## src/rtl/ps2_pkg.sv

```systemverilog
// Shared types and constants for the PS/2 receiver slice.
package ps2_pkg;

  typedef enum logic [1:0] {
    ST_IDLE,
    ST_DATA,
    ST_PARITY,
    ST_STOP
  } ps2_state_e;

  localparam logic [7:0]  PS2_PFX_EXT    = 8'hE0;
  localparam logic [7:0]  PS2_PFX_BRK    = 8'hF0;
  localparam int unsigned PS2_FRAME_BITS = 11;
  // start, parity and stop surround the payload
  localparam int unsigned PS2_DATA_BITS  = PS2_FRAME_BITS - 3;

  typedef struct packed {
    logic       ext;
    logic       brk;
    logic [7:0] code;
  } key_event_t;

endpackage

```

## src/rtl/ps2_filter.sv

```systemverilog
// Two-flop synchroniser followed by a stability filter for one PS/2 pin.
// The filtered level only moves after FILTER_LEN consecutive equal samples.
module ps2_filter #(
  parameter int unsigned FILTER_LEN = 8
) (
  input  logic clk,
  input  logic rst,
  input  logic pin,
  output logic level
);

  localparam int unsigned CW = $clog2(FILTER_LEN);

  logic          sync1_q, sync1_d;
  logic          sync2_q, sync2_d;
  logic          level_q, level_d;
  logic [CW-1:0] cnt_q,   cnt_d;

  // Synchroniser shift and run-length count of samples disagreeing with level
  always_comb begin
    sync1_d = pin;
    sync2_d = sync1_q;
    level_d = level_q;
    cnt_d   = '0;
    if (sync2_q != level_q) begin
      if (cnt_q == CW'(FILTER_LEN - 1)) begin
        level_d = sync2_q;
      end else begin
        cnt_d = cnt_q + 1'b1;
      end
    end
  end

  // Pin state registers; idle bus level is high
  always_ff @(posedge clk) begin
    if (rst) begin
      sync1_q <= 1'b1;
      sync2_q <= 1'b1;
      level_q <= 1'b1;
      cnt_q   <= '0;
    end else begin
      sync1_q <= sync1_d;
      sync2_q <= sync2_d;
      level_q <= level_d;
      cnt_q   <= cnt_d;
    end
  end

  assign level = level_q;

endmodule

```

## src/rtl/ps2_rx_fifo.sv

```systemverilog
// PS/2 keyboard receiver: pin filtering, frame checking, E0/F0 prefix folding
// and a show-ahead event FIFO with a valid/ready consumer port.
// Optional feature macro: PS2_PARITY_CHECK_EN (enforce odd parity).
module ps2_rx_fifo
  import ps2_pkg::*;
#(
  parameter int unsigned FILTER_LEN  = 8,
  parameter int unsigned TIMEOUT_CYC = 50000,
  parameter int unsigned FIFO_DEPTH  = 8
) (
  input  logic                          clk,
  input  logic                          rst,
  input  logic                          PS2_clk,
  input  logic                          PS2_data,
  output logic                          key_valid,
  input  logic                          key_ready,
  output logic [7:0]                    key_code,
  output logic                          key_ext,
  output logic                          key_break,
  output logic [$clog2(FIFO_DEPTH):0]   fifo_count,
  output logic                          overflow,
  output logic                          frame_err
);

`ifdef PS2_PARITY_CHECK_EN
  localparam bit PAR_EN = 1'b1;
`else
  localparam bit PAR_EN = 1'b0;
`endif

  localparam int unsigned AW = $clog2(FIFO_DEPTH);
  localparam int unsigned CW = AW + 1;
  localparam int unsigned TW = $clog2(TIMEOUT_CYC + 1);

  logic clk_lvl, data_lvl, strobe, parity_ok;

  ps2_filter #(.FILTER_LEN(FILTER_LEN)) u_clk_filt (
    .clk(clk), .rst(rst), .pin(PS2_clk), .level(clk_lvl)
  );
  ps2_filter #(.FILTER_LEN(FILTER_LEN)) u_data_filt (
    .clk(clk), .rst(rst), .pin(PS2_data), .level(data_lvl)
  );

  ps2_state_e    state_q, state_d;
  logic          clk_prev_q, clk_prev_d;
  logic [2:0]    bitcnt_q, bitcnt_d;
  logic [7:0]    shift_q, shift_d;
  logic          parity_q, parity_d;
  logic [TW-1:0] tmo_q, tmo_d;
  logic          acc_valid_q, acc_valid_d;
  logic [7:0]    acc_byte_q, acc_byte_d;
  logic          err_q, err_d;
  logic          ext_q, ext_d, brk_q, brk_d;
  key_event_t    mem_q [FIFO_DEPTH];
  key_event_t    mem_d [FIFO_DEPTH];
  logic [AW-1:0] wptr_q, wptr_d, rptr_q, rptr_d;
  logic [CW-1:0] count_q, count_d;
  logic          push, pop, full, wr;
  key_event_t    ev, head;

  assign strobe    = clk_prev_q & ~clk_lvl;
  assign parity_ok = !PAR_EN || (^{shift_q, parity_q});

  // Frame FSM: next state, shift register and inactivity timeout
  always_comb begin
    clk_prev_d  = clk_lvl;
    state_d     = state_q;
    bitcnt_d    = bitcnt_q;
    shift_d     = shift_q;
    parity_d    = parity_q;
    acc_valid_d = 1'b0;
    acc_byte_d  = acc_byte_q;
    err_d       = 1'b0;
    tmo_d       = '0;
    if (state_q != ST_IDLE && !strobe) tmo_d = tmo_q + 1'b1;
    if (strobe) begin
      case (state_q)
        ST_IDLE: begin
          if (data_lvl) begin
            err_d = 1'b1;
          end else begin
            state_d  = ST_DATA;
            bitcnt_d = '0;
          end
        end
        ST_DATA: begin
          shift_d  = {data_lvl, shift_q[7:1]};
          bitcnt_d = bitcnt_q + 1'b1;
          if (bitcnt_q == 3'(PS2_DATA_BITS - 1)) state_d = ST_PARITY;
        end
        ST_PARITY: begin
          parity_d = data_lvl;
          state_d  = ST_STOP;
        end
        ST_STOP: begin
          state_d = ST_IDLE;
          if (data_lvl && parity_ok) begin
            acc_valid_d = 1'b1;
            acc_byte_d  = shift_q;
          end else begin
            err_d = 1'b1;
          end
        end
        default: state_d = ST_IDLE;
      endcase
    end else if (state_q != ST_IDLE && tmo_q == TW'(TIMEOUT_CYC - 1)) begin
      state_d = ST_IDLE;
      err_d   = 1'b1;
      tmo_d   = '0;
    end
  end

  // Prefix folding and FIFO bookkeeping
  always_comb begin
    ext_d   = ext_q;
    brk_d   = brk_q;
    push    = 1'b0;
    ev      = '{ext: ext_q, brk: brk_q, code: acc_byte_q};
    if (err_q) begin
      ext_d = 1'b0;
      brk_d = 1'b0;
    end else if (acc_valid_q) begin
      if (acc_byte_q == PS2_PFX_EXT) begin
        ext_d = 1'b1;
      end else if (acc_byte_q == PS2_PFX_BRK) begin
        brk_d = 1'b1;
      end else begin
        push  = 1'b1;
        ext_d = 1'b0;
        brk_d = 1'b0;
      end
    end
    key_valid = (count_q != '0);
    pop       = key_valid & key_ready;
    full      = (count_q == CW'(FIFO_DEPTH));
    // a pop frees the slot the same cycle, so a full FIFO still accepts
    wr        = push & (~full | pop);
    overflow  = push & full & ~pop;
    mem_d     = mem_q;
    wptr_d    = wptr_q;
    rptr_d    = rptr_q;
    if (wr) begin
      mem_d[wptr_q] = ev;
      wptr_d        = wptr_q + 1'b1;
    end
    if (pop) rptr_d = rptr_q + 1'b1;
    count_d = count_q + CW'(wr) - CW'(pop);
    head    = key_valid ? mem_q[rptr_q] : '0;
  end

  // State registers
  always_ff @(posedge clk) begin
    if (rst) begin
      clk_prev_q  <= 1'b1;
      state_q     <= ST_IDLE;
      bitcnt_q    <= '0;
      shift_q     <= '0;
      parity_q    <= 1'b0;
      tmo_q       <= '0;
      acc_valid_q <= 1'b0;
      acc_byte_q  <= '0;
      err_q       <= 1'b0;
      ext_q       <= 1'b0;
      brk_q       <= 1'b0;
      mem_q       <= '{default: '0};
      wptr_q      <= '0;
      rptr_q      <= '0;
      count_q     <= '0;
    end else begin
      clk_prev_q  <= clk_prev_d;
      state_q     <= state_d;
      bitcnt_q    <= bitcnt_d;
      shift_q     <= shift_d;
      parity_q    <= parity_d;
      tmo_q       <= tmo_d;
      acc_valid_q <= acc_valid_d;
      acc_byte_q  <= acc_byte_d;
      err_q       <= err_d;
      ext_q       <= ext_d;
      brk_q       <= brk_d;
      mem_q       <= mem_d;
      wptr_q      <= wptr_d;
      rptr_q      <= rptr_d;
      count_q     <= count_d;
    end
  end

  assign key_code   = head.code;
  assign key_ext    = head.ext;
  assign key_break  = head.brk;
  assign fifo_count = count_q;
  assign frame_err  = err_q;

endmodule
```

## config.mk

```make
export PLATFORM = sky130hd
export DESIGN_NAME = ps2_rx_fifo
export DESIGN_NICKNAME = d
export VERILOG_FILES = /design/src/rtl/ps2_pkg.sv /design/src/rtl/ps2_filter.sv /design/src/rtl/ps2_rx_fifo.sv
export SDC_FILE = /design/constraint.sdc
export NUM_CORES = 1
export LEC_CHECK = 0
export BUFFER_PORTS_ARGS = -buffer_cell sky130_fd_sc_hd__buf_2
export CORE_ASPECT_RATIO = 1.4
export CORE_UTILIZATION = 62
export CTS_CLUSTER_SIZE = 25
export DETAILED_ROUTE_END_ITERATION = 7
export PLACE_DENSITY_LB_ADDON = 0.3
export SLEW_MARGIN = 40
export SYNTH_ARGS = -nofsm -noshare
export SYNTH_HDL_FRONTEND = slang
export SYNTH_SLANG_ARGS = --single-unit
export TNS_END_PERCENT = 100
```

## constraint.sdc

```tcl
create_clock -name clk -period 3.9 [get_ports clk]
set_input_delay 0 -clock clk [delete_from_list [all_inputs] [get_ports clk]]
set_output_delay 0 -clock clk [all_outputs]
set_load 0.03 [all_outputs]
```

* After elaboration in Yosys (flattened, before gate mapping)
Cells that the tools add are included.
** Word-level totals
- Output and inout port bits :: 17
- Word-level logic and storage cells :: 138
- Bits in registers :: 144
- Bits of input ports :: 5
** Operators by class
- Add/sub/neg operators :: 8
- Reductions and logical operators :: 21
- $lt $le $gt $ge :: 3
- Muxes and demuxes :: 29
- Equality and inequality tests :: 16
- Bitwise operators :: 16
** Operators with widths (number)
- $bwmux 80 :: 1
- $mux 16 :: 3
- $mux 10 :: 4
- $bmux 10 s3 :: 1
- $demux 10 s3 :: 1
- $add 16x1->16 const B :: 1
- $eq 16x16->1 const B :: 1
- $eq 8x8->1 const B :: 2
- $add 3x1->3 const B :: 5
- $mux 1 :: 11
- $reduce_and 2->1 :: 5
- $eq 3x3->1 const B :: 3
- $reduce_and 3->1 :: 3
- $reduce_or 3->1 :: 3
- $ge 4x4->1 const B :: 2
- $mux 2 :: 4
- $not 1->1 :: 8
- $not 3->4 :: 2
- $pmux 2 s4 :: 1
- $ne 3x3->1 const B :: 2
- $pmux 3 s2 :: 1
- $reduce_bool 2->1 :: 3
- $and 1x1->1 :: 5
- $add 4x1->4 :: 1
- 15 further kinds :: 20

* Logic depth before layout (Yosys ltp)
- Depth after elaboration :: 8
- Depth in mapped cells :: 14
- Gate-level depth less buffers :: 13

* Hierarchy
From an unflattened synthesis, not the netlist that was laid out.
** Second synthesis, totals
- Cells, all modules :: 652
- Area, all modules :: 6702.7 um^2
** Modules (own cells, without submodules)
- ps2_rx_fifo :: cells an instance 620, area each 6289.8 um^2, times used 1, seq. area each 2642.5 um^2
- ps2_filter :: cells an instance 16, area each 206.4 um^2, times used 2, seq. area each 120.1 um^2

* Worst setup path before layout
OpenSTA, ideal clock, no wires.
- Path kind :: reg-to-reg
- Start point :: reg count_q[2] (netlist: fifo_count[2])
- End point :: reg count_q[2] (netlist: fifo_count[2])
- Library setup time :: 0.117 ns
- Arrival time :: 2.626 ns
- Path buffers :: 1
- Cell stages (with the launch flop) :: 15
- Path slack :: 1.156 ns
- Period minus slack after synthesis :: 2.744 ns
- Required time :: 3.783 ns
- Path through :: dfxtp_1 -> inv_1 -> ha_1 -> nand2b_1 -> nand3_1 -> clkbuf_1 -> and2_1 -> inv_1 -> ha_1 -> inv_1 -> ha_1 -> inv_1 -> fa_1 -> xor2_1 -> nor2_1
** On the way
- Cells in the longest elaborated chain, start to end :: 6
- Elaborated cells between the ends (all ways) :: 8
- Classes of those cells :: 2 x add/sub; 1 x eq/ne; 4 x bitwise; 1 x reduce/logical
** Ends and longest elaborated chain
- start: declaration :: RTL line ps2_rx_fifo.sv:57 : logic [CW-1:0] count_q, count_d;
- start signal: assignment :: RTL line ps2_rx_fifo.sv:184 : count_q <= count_d;
- $reduce_bool 4->1 or $eq 4x4->1 (tied branches) :: RTL line ps2_rx_fifo.sv:133, ps2_rx_fifo.sv:135
- $and 1x1->1 or $not 1->1 (tied branches) :: RTL line ps2_rx_fifo.sv:134, ps2_rx_fifo.sv:137
- $or 1x1->1 :: RTL line ps2_rx_fifo.sv:137 : wr = push & (~full | pop);
- $and 1x1->1 :: RTL line ps2_rx_fifo.sv:137
- $add 4x1->4 :: RTL line ps2_rx_fifo.sv:147 : count_d = count_q + CW'(wr) - CW'(pop);
- $sub 4x1->4 (*) :: RTL line ps2_rx_fifo.sv:147
Mark *: on every way between the ends. The rest lies on a longest branch, timed or not.
A chain may end at the register's enable or synchronous reset.

* Worst setup path after layout
Ends and elaborated chain as after synthesis.

==> results.ini <==
[grt]
grtUsageMet2=0.463
met1_usage=0.288
grt_use_total=0.259
antenna_found_initial=0
top_usage_layer=met2
grt_pass1_wl_mm=21.9
grtUsageMet3=0.0596
grt_max_degree=147
grt_pass1_vias=4630
overflow=0

[finish]
multi_input_area_um2=3490
layout-drive-gt1-share=0.134
register_area_um2=2880
num_antenna_cells=0
nFillCells=730
final_cell_area_um2=7480
syn_to_final_growth_pct=12.4
finalNetCount=685

[synth]
synth_flop_cell=dfxtp_1
synthSimpleGateAreaFrac=0.216
synth-xor-area-share=0.0263
synth.distinct_cells=47
syn_area_um2=6650
avgSynthCellArea_um2=10.1
netlist_instances=659
synth_top_family_by_area=simple AND/OR/NAND/NOR gates
async_flop_share=0
synth-seq-area-share=0.433
synth_fa_ha_area_frac=0.0388
synth_mux_area_frac=0.206
synth_compound_area_frac=0.0369
synth_nets=684
yosysWarningCount=0
synth-edff-count=0
synth_seq_cells=144

[route]
avgRoutedWirePerCell_um=16.6
drtPass1Iterations=4
first_iter_violations=232
routed_via_density=5.68
ant_nets=0
drc_errors=0
vias=4606
drt-total-wl_mm=13.5

[worst_hold_path]
hold_depth=2
hold_path.class=primary input to register

[clocking]
cts_tree=done
cts_num_sinks=144
clk_pin_slew_ns=0.06
cts_setup_buffers=0
cts_root_buf=clkbuf_16
cts-htree-levels=4
clkLatencyLatePin_ns=0.41
cts_buffer_depth=2
cts_buffers=17

[timing]
fmax_mhz=355
relSlewSlack=0.432
clock_skew_ns=0.00660
rsz0062_at_grt=no
fin_crit_sh=0.722
worst_slew_pin_slew_ns=0.849
fin_setup_tns_ns=0
finalCriticalPeriod_ns=2.82
setup_viol=0
drv_slew=0
finalHoldViolations=0

[worst_setup_path]
max_stage_delay_ns=0.38
cp-end-kind=register
cp_slowest_cell=fa_1
cp_cell_sequence=inv_1 -> ha_1 -> nand2b_1 -> nand3_1 -> and2_1 -> inv_1 -> ha_1 -> inv_1 -> ha_1 -> inv_1 -> fa_1 -> xor2_1 -> nor2_1
crit_family=adder cells
cp.arrival_ns=3.07
critPathKind=register to register
cp_common_cell=inv_1
rrSetupSlack_ns=1.08
rr_worst_depth=13
critical_path.max_fanout=13
path_depth=13
cp.buffers_inverters=4
startpoint_type=register
worstPathRequired_ns=4.16

[floorplan]
core_um2=10400
die_width_um=89.5
num_rows=44
dieArea_um2=11200
die_h_um=125
pin_count=22
initial_core_util=0.639

[place]
postPlaceCellArea_um2=6780
io_buffer_count=21
place_congestion=0.796
dp_hpwl_mm=8.80

[status]
status=completed

[power_and_ir_drop]
powerDensity_nw_per_um2=512
peakVddDrop_mv=0.335
p_leak_nw=3.10

[job]
cap_violations=0

cell usage after synthesis (2+ instances only):
master,instances,share of area
nor3_1,7,0.0053
nand4_1,6,0.0056
and3_1,2,0.0019
mux2i_1,92,0.14
nor4_1,9,0.0085
a211o_1,3,0.0040
a32oi_1,2,0.0026
xor2_1,3,0.0040
mux4_2,20,0.068
nand4b_1,8,0.011
nor2_1,50,0.028
nand2_1,34,0.019
clkbuf_1,25,0.014
or2_2,5,0.0047
dfxtp_1,144,0.43
xnor2_1,17,0.022
nor2b_1,7,0.0066
buf_2,12,0.0090
buf_1,11,0.0062
inv_1,16,0.0090
a21oi_1,23,0.017
nand3_1,18,0.014
and2_1,6,0.0056
nand2b_1,96,0.090
ha_1,19,0.036
or4b_4,2,0.0041
o21ai_0,2,0.0015
power by group:
part	leakage [nW]	switching [mW]	internal [mW]
clock	0.317	0.582	1.21
sequential	1.16	0.0484	1.50
combinational	1.62	0.287	0.196
registers in the layout, indices dropped and copies added (netlist names), 3 cells and up:
signal,count
mem_q,80
u_clk_filt.cnt_q,3
acc_byte_q,8
tmo_q,16
wptr_q,3
u_data_filt.cnt_q,3
shift_q,8
rptr_q,3
fifo_count,4
bitcnt_q,3
cell usage in the layout (no fill, tap or decap), drive strengths merged, types with 2 or more instances in the layout:
| master | count |
|---|---|
| a211o | 3 |
| buf | 29 |
| or2 | 5 |
| nor3 | 7 |
| nand4 | 6 |
| or4b | 2 |
| and2 | 7 |
| o21ai | 2 |
| ha | 19 |
| a21oi | 23 |
| dlygate4sd3 | 3 |
| nand2b | 96 |
| nor2b | 7 |
| nor4 | 11 |
| mux4 | 20 |
| mux2i | 92 |
| nand3 | 18 |
| a32oi | 2 |
| clkinvlp | 2 |
| bufinv | 6 |
| nand2 | 34 |
| dfxtp | 144 |
| xor2 | 3 |
| clkinv | 3 |
| nand4b | 8 |
| and3 | 2 |
| nor2 | 50 |
| inv | 16 |
| clkbuf | 21 |
| xnor2 | 17 |
stage by stage:
stage               utilization  total power, mW  worst slack, ns  std cells  hold slack [ns]
finish                    0.719             3.83             1.08        811            0.146
global route              0.719             3.96            0.932        811            0.169
CTS                       0.718             3.85             1.11        810            0.130
detailed placement        0.651             2.06             1.17        775            0.189
global placement          0.646             2.04             1.31        770            0.186
floorplan                     -             1.95             1.16        659            0.104
worst paths after layout:
kind                  startpoint                   to
max reg2reg        fifo_count[2]        fifo_count[2]
min reg2reg  u_data_filt.sync1_q  u_data_filt.sync2_q
max                fifo_count[2]        fifo_count[2]
min                          rst          bitcnt_q[1]
worst reg2reg max path: cells and delay by family (launching register included):
family | cells | cell delay (ns)
and+or+nand+nor | 4 | 0.85
buffers and inverters | 4 | 0.28
xor gates and xnor gates | 1 | 0.17
adders and majority gates | 4 | 1.04
DFF | 1 | 0.34
cell families (layout without fill, tap and decap cells):
family                     Yosys count  in the layout
xor gates and xnor gates            20             20
adders and majority gates           20             20
and+or+nand+nor                    258            258
AOI/OAI and AO/OA                   39             39
DFF                                144            144
buffers and inverters               66             80
muxes                              112            112
area by class of cell:
| class | count | area share |
|---|---|---|
| multi-input combinational | 449 | 0.467 |
| tap | 138 | 0.0231 |
| inverter | 16 | 0.00803 |
| clock buffer | 21 | 0.0602 |
| sequential | 144 | 0.386 |
| timing repair buffer | 32 | 0.0279 |
| clock inverter | 11 | 0.0281 |
routing by layer:
layer | vias up | wire length (µm) | part of all wire
met5 | - | 0 | 0
met4 | 0 | 246 | 0.018
met3 | 16 | 406 | 0.030
met2 | 81 | 7300 | 0.54
met1 | 2245 | 5520 | 0.41
li1 | 2264 | - | -
timing repair:
item,4_1_cts,5_1_grt
hold endpoints to repair,3,0
hold buffers,3,0
resized for setup,0,0
Note: power is estimated with default switching activity, not from simulation.
